## src/rtl/regfile_writeback.sv

```systemverilog
// regfile_writeback: writeback arbiter merging ALU results with a load queue onto the register-file write port.
// Ports: clk, reset (async, active-high);
//   alu_valid_in/alu_addr_in/alu_data_in  single-cycle ALU result, no backpressure;
//   ld_valid_in/ld_ready_out/ld_addr_in/ld_data_in  load result handshake into the load queue;
//   alu_stall_out  asks issue to send no ALU result next cycle so the queue can drain;
//   rf_write_out/rf_addr_out/rf_data_out  registered register-file write port;
//   rd_addr0_in/rd_addr1_in, rf_rdata0_in/rf_rdata1_in, rd_data0_out/rd_data1_out  read ports with write forwarding;
//   debugen_in  enables a per-write simulation trace.
module regfile_writeback #(
  parameter int ADDR_WIDTH = 8,
  parameter int DATA_WIDTH = 32,
  parameter int LQ_DEPTH   = 4,
  parameter int STARVE_MAX = 4
) (
  input  logic                  clk,
  input  logic                  reset,
  input  logic                  alu_valid_in,
  input  logic [ADDR_WIDTH-1:0] alu_addr_in,
  input  logic [DATA_WIDTH-1:0] alu_data_in,
  input  logic                  ld_valid_in,
  output logic                  ld_ready_out,
  input  logic [ADDR_WIDTH-1:0] ld_addr_in,
  input  logic [DATA_WIDTH-1:0] ld_data_in,
  output logic                  alu_stall_out,
  output logic                  rf_write_out,
  output logic [ADDR_WIDTH-1:0] rf_addr_out,
  output logic [DATA_WIDTH-1:0] rf_data_out,
  input  logic [ADDR_WIDTH-1:0] rd_addr0_in,
  input  logic [ADDR_WIDTH-1:0] rd_addr1_in,
  input  logic [DATA_WIDTH-1:0] rf_rdata0_in,
  input  logic [DATA_WIDTH-1:0] rf_rdata1_in,
  output logic [DATA_WIDTH-1:0] rd_data0_out,
  output logic [DATA_WIDTH-1:0] rd_data1_out,
  input  logic                  debugen_in
);
  localparam int PW = $clog2(LQ_DEPTH);
  localparam int CW = PW + 1;
  localparam int SW = $clog2(STARVE_MAX + 1);
  localparam logic [CW-1:0] FULL = CW'(LQ_DEPTH);
  localparam logic [SW-1:0] SMAX = SW'(STARVE_MAX);
  logic [ADDR_WIDTH-1:0] q_addr [LQ_DEPTH];
  logic [DATA_WIDTH-1:0] q_data [LQ_DEPTH];
  logic [PW-1:0] wr_ptr, rd_ptr;
  logic [CW-1:0] count;
  logic [SW-1:0] starve;
  logic rf_src_alu;
  logic empty, alu_win, enq, pop, starve_hit;
  logic [SW-1:0] starve_inc;
  // Ready and pop both look only at the registered count, so a full queue
  // never accepts in a dequeue cycle and a fresh entry cannot pop the same cycle.
  assign empty        = count == '0;
  assign ld_ready_out = count != FULL;
  assign alu_win      = alu_valid_in && alu_addr_in != '0;
  assign enq          = ld_valid_in && ld_ready_out && ld_addr_in != '0;
  assign pop          = !alu_win && !empty;
  assign starve_inc   = starve + 1'b1;
  assign starve_hit   = alu_win && !empty && starve_inc == SMAX;
  assign rd_data0_out = (rf_write_out && rf_addr_out == rd_addr0_in) ? rf_data_out : rf_rdata0_in;
  assign rd_data1_out = (rf_write_out && rf_addr_out == rd_addr1_in) ? rf_data_out : rf_rdata1_in;
  always_ff @(posedge clk) begin
    if (enq) begin
      q_addr[wr_ptr] <= ld_addr_in;
      q_data[wr_ptr] <= ld_data_in;
    end
  end
  always_ff @(posedge clk or posedge reset) begin
    if (reset) begin
      wr_ptr        <= '0;
      rd_ptr        <= '0;
      count         <= '0;
      starve        <= '0;
      alu_stall_out <= 1'b0;
      rf_write_out  <= 1'b0;
      rf_addr_out   <= '0;
      rf_data_out   <= '0;
      rf_src_alu    <= 1'b0;
    end else begin
      wr_ptr        <= enq ? wr_ptr + 1'b1 : wr_ptr;
      rd_ptr        <= pop ? rd_ptr + 1'b1 : rd_ptr;
      count         <= count + CW'(enq) - CW'(pop);
      starve        <= (pop || empty || starve_hit) ? '0 : alu_win ? starve_inc : starve;
      alu_stall_out <= starve_hit;
      rf_write_out  <= alu_win || pop;
      rf_addr_out   <= alu_win ? alu_addr_in : pop ? q_addr[rd_ptr] : '0;
      rf_data_out   <= alu_win ? alu_data_in : pop ? q_data[rd_ptr] : '0;
      rf_src_alu    <= alu_win;
    end
  end
`ifndef SYNTHESIS
  always @(posedge clk) begin
    if (!reset && debugen_in && rf_write_out)
      $write("[%0t] wb x%0d = 0x%0h (%s)\n", $time, rf_addr_out, rf_data_out, rf_src_alu ? "ALU" : "LQ");
  end
`endif
endmodule

```

## config.mk

```make
export PLATFORM = sky130hd
export DESIGN_NAME = regfile_writeback
export DESIGN_NICKNAME = d
export VERILOG_FILES = /design/src/rtl/regfile_writeback.sv
export SDC_FILE = /design/constraint.sdc
export NUM_CORES = 1
export LEC_CHECK = 0
export ABC_AREA = 0
export BUFFER_PORTS_ARGS = -buffer_cell sky130_fd_sc_hd__buf_2
export CORE_ASPECT_RATIO = 1.75
export CORE_UTILIZATION = 52
export DETAILED_ROUTE_END_ITERATION = 8
export PLACE_DENSITY = 0.88
export SKIP_LAST_GASP = 1
export SLEW_MARGIN = 20
export SYNTH_ARGS = -nofsm -noshare
export SYNTH_HDL_FRONTEND = slang
export SYNTH_SLANG_ARGS = --single-unit
```

## constraint.sdc

```tcl
create_clock -name clk -period 2.42 [get_ports clk]
set_input_delay 0.484 -clock clk [delete_from_list [all_inputs] [get_ports clk]]
set_output_delay 0.484 -clock clk [all_outputs]
set_load 0.02 [all_outputs]
```

==> results.py <==
metrics = {
    "flow_run": {
        "maxCapViolCount": 0,
    },
    "setup_path": {
        "cp.required_ns": 1.94,
        "crit_arrival_ns": 2.28,
        "max_stage_delay_ns": 0.42,
        "cpMaxStageDelayCell": "dfrtp_1",
        "worst-path-max-fanout": 10,
        "crit_path_end": "rd_data1_out[20]",
        "crit_chain": "xnor2_1 > nand3_2 > nor3_4 > buf_4 > buf_16 > mux2_2 > buf_2",
        "start_kind": "register",
        "cp-startpoint": "rf_addr_out[1]",
        "r2r_start": "count[0]",
        "worstSetupPathType": "reg -> out",
        "r2r_end": "count[2]",
        "ff2ff_path_depth": 9,
        "rrSetupSlack_ns": 0.23,
        "end_kind": "output pin",
    },
    "routing": {
        "wl_microns": 22100,
        "avgViaCountPerCell": 5.42,
        "avgRoutedWirePerCell_microns": 20.8,
        "vias": 5742,
        "first_pass_iters": 5,
        "ant_nets": 0,
        "drc": 0,
        "drt_iter0_drc": 311,
    },
    "grt": {
        "grt_pass1_wl_microns": 29700,
        "grt_max_degree": 69,
        "grt.overflow.total": 0,
        "antenna_found_initial": 3,
        "grt_pass1_vias": 5626,
        "grtUsageTotal_pct": 22.6,
    },
    "clocking": {
        "ctsHoldBuffers": 0,
        "cts_buffer_depth": 3,
        "htree_levels": 1,
        "clk_pin_slew_worst_paths_ns": 0.07,
        "cts_sinks": 212,
        "clk_latency_ns": 0.47,
        "cts_tree": "built",
        "cts_root_buf": "clkbuf_16",
        "numCtsBuffers": 19,
    },
    "place": {
        "hpwl_microns": 13700,
        "placed_area_sq_um": 10700,
        "dp.cells": 1016,
        "io_buffers": 270,
        "gp_congestion": 0.768,
        "place_ws_ns": -0.0505,
    },
    "yosys": {
        "ys_seq_area_share_pct": 68.2,
        "synth_nets": 694,
        "synth_top_area_cell": "edfxtp_1",
        "ys_warn_count": 0,
        "synth_area_leaders": "edfxtp_1, dfrtp_1, mux4_2",
        "syn-cell-area_sq_um": 8950,
        "avgSynthCellArea_sq_um": 17.2,
        "yosysTopAreaCellShare_pct": 53.7,
        "ys.flop_type": "edfxtp_1",
        "ys_top_cells_by_count": "edfxtp_1, nand2_1, mux2_2",
        "synth_most_common_cell": "edfxtp_1",
        "synth_edf_count": 160,
        "async_flop_share_pct": 24.5,
        "synth.distinct_cells": 34,
        "synth-seq-cells": 212,
        "synthCells": 520,
    },
    "die": {
        "fp.dieArea_sq_um": 17800,
        "fp.coreArea_sq_um": 16900,
        "io_pins": 272,
        "chipHeight_microns": 176,
        "die_w_microns": 101,
        "start_util_pct": 53.0,
        "rows": 63,
    },
    "sta": {
        "tightestPinTransition_ns": 0.674,
        "fmax_ghz": 0.361,
        "slew_headroom_pct": 55.1,
        "hold_viol": 0,
        "period_minus_slack_ns": 2.77,
        "skew_ns": 0.00881,
        "final_max_slew_viol_count": 0,
        "rsz0062_at_grt": "yes",
        "fin_crit_sh_pct": 114,
        "setup_ws_ns": -0.346,
        "finalSetupViolations": 64,
    },
    "cells_and_area": {
        "final_area_sq_um": 11800,
        "area_growth_pct": 32.2,
        "fin_cells": 1060,
        "post-route-util_pct": 70.2,
        "drive_gt1_share_pct": 54.6,
        "nets": 992,
    },
    "power": {
        "p_leak_nw": 4.86,
        "p_total_w": 0.0118,
        "ir_drop_v": 0.000766,
        "power_density_nw_per_um2": 995,
    },
    "run_status": {
        "violations": "negative setup slack",
        "outcome": "finished, violations left",
    },
    "min_path": {
        "hp-class": "in -> async",
    },
}
## worst max-delay path, delay by kind of cell, from the launching register on
kind,cells,cell delay (ns)
xor+xnor,1,0.21
buf+inv,3,0.49
flops,1,0.42
mux,1,0.34
simple gates,2,0.35
## per-stage QoR
step | TNS, ns | hold slack [ns]
3_3_place_gp | -0.0138 | 0.448
3_5_place_dp | -0.912 | 0.464
4_1_cts | -23.15 | 0.0712
5_1_grt | -25.05 | 0.112
6_report | -19.91 | 0.0874
2_1_floorplan | 0 | 0.437
## registers in the layout (all words and copies together), names as in the netlist
signal         flops
starve             3
rf_data_out       32
alu_stall_out      1
count              3
rf_addr_out        8
q_data           128
rf_write_out       1
rd_ptr             2
wr_ptr             2
q_addr            32
## final cells by class
type	count	area [sq um]
Sequential cell	212	6110
Clock buffer	20	479
Tap cell	227	284
Clock inverter	13	83.8
Timing Repair Buffer	305	2040
Multi-Input combinational cell	272	2800
Inverter	8	30.0
Fill cell	1169	5030
Antenna cell	3	7.51
## worst min-delay path by stage
stage / slack, ns / cells after the start / endpoint
after floorplan: 0.44 / 1 / starve[0]
after global placement: 0.45 / 1 / starve[0]
after detailed placement: 0.46 / 1 / starve[0]
after CTS: 0.07 / 3 / rf_data_out[29]
after global routing: 0.11 / 3 / rf_write_out
final: 0.09 / 3 / alu_stall_out
## power breakdown
group / leakage, nW / total [W] / switching (W) / internal, W
clock network: 0.278 / 0.00277 / 0.00123 / 0.00154
logic: 2.50 / 0.00372 / 0.00198 / 0.00173
registers: 2.09 / 0.00529 / 0.000460 / 0.00483
## cells by family after synthesis
family | synth area share [%]
AOI/OAI and AO/OA | 2.80
xor gates and xnor gates | 2.15
muxes | 18.2
adders and majority gates | 1.34
DFF | 68.2
and+or+nand+nor | 4.89
buffers and inverters | 2.34
## metal layers
metal | GRT usage (%) | up-vias | part of all wire, %
met5 | 0 | - | 0
met4 | 8.39 | 0 | 3.4
met3 | 2.94 | 59 | 5.7
met2 | 41.7 | 261 | 56
met1 | 26.5 | 2838 | 35
li1 | - | 2584 | -
## timing repair
item | in CTS | in global routing
buffers inserted | 2 | 1
gates resized for setup | 1 | 106
setup endpoints to repair | 64 | 64
endpoints found under the hold margin | 0 | 0
gates cloned | 1 | 4
pin swaps | 0 | 6
## layout by cell type, fill, tap and decap left out, types with 2 or more instances in the layout
master	instances
a22o_1	8
mux2_1	2
mux2_2	34
and2_2	4
nor4_1	4
buf_12	11
dfrtp_1	48
ha_1	8
o21ai_1	2
buf_6	33
clkinv_2	3
clkbuf_16	22
inv_1	7
edfxtp_1	160
xor2_1	3
o21ai_0	30
buf_2	235
nand3_2	2
dfrtp_2	4
nor2_1	3
mux4_2	40
nand4_1	2
diode_2	3
nand2_1	69
xnor2_2	4
clkinv_1	8
nor3_4	2
buf_4	21
mux2_4	29
xnor2_1	15
Power figures use the tool's default switching activity.
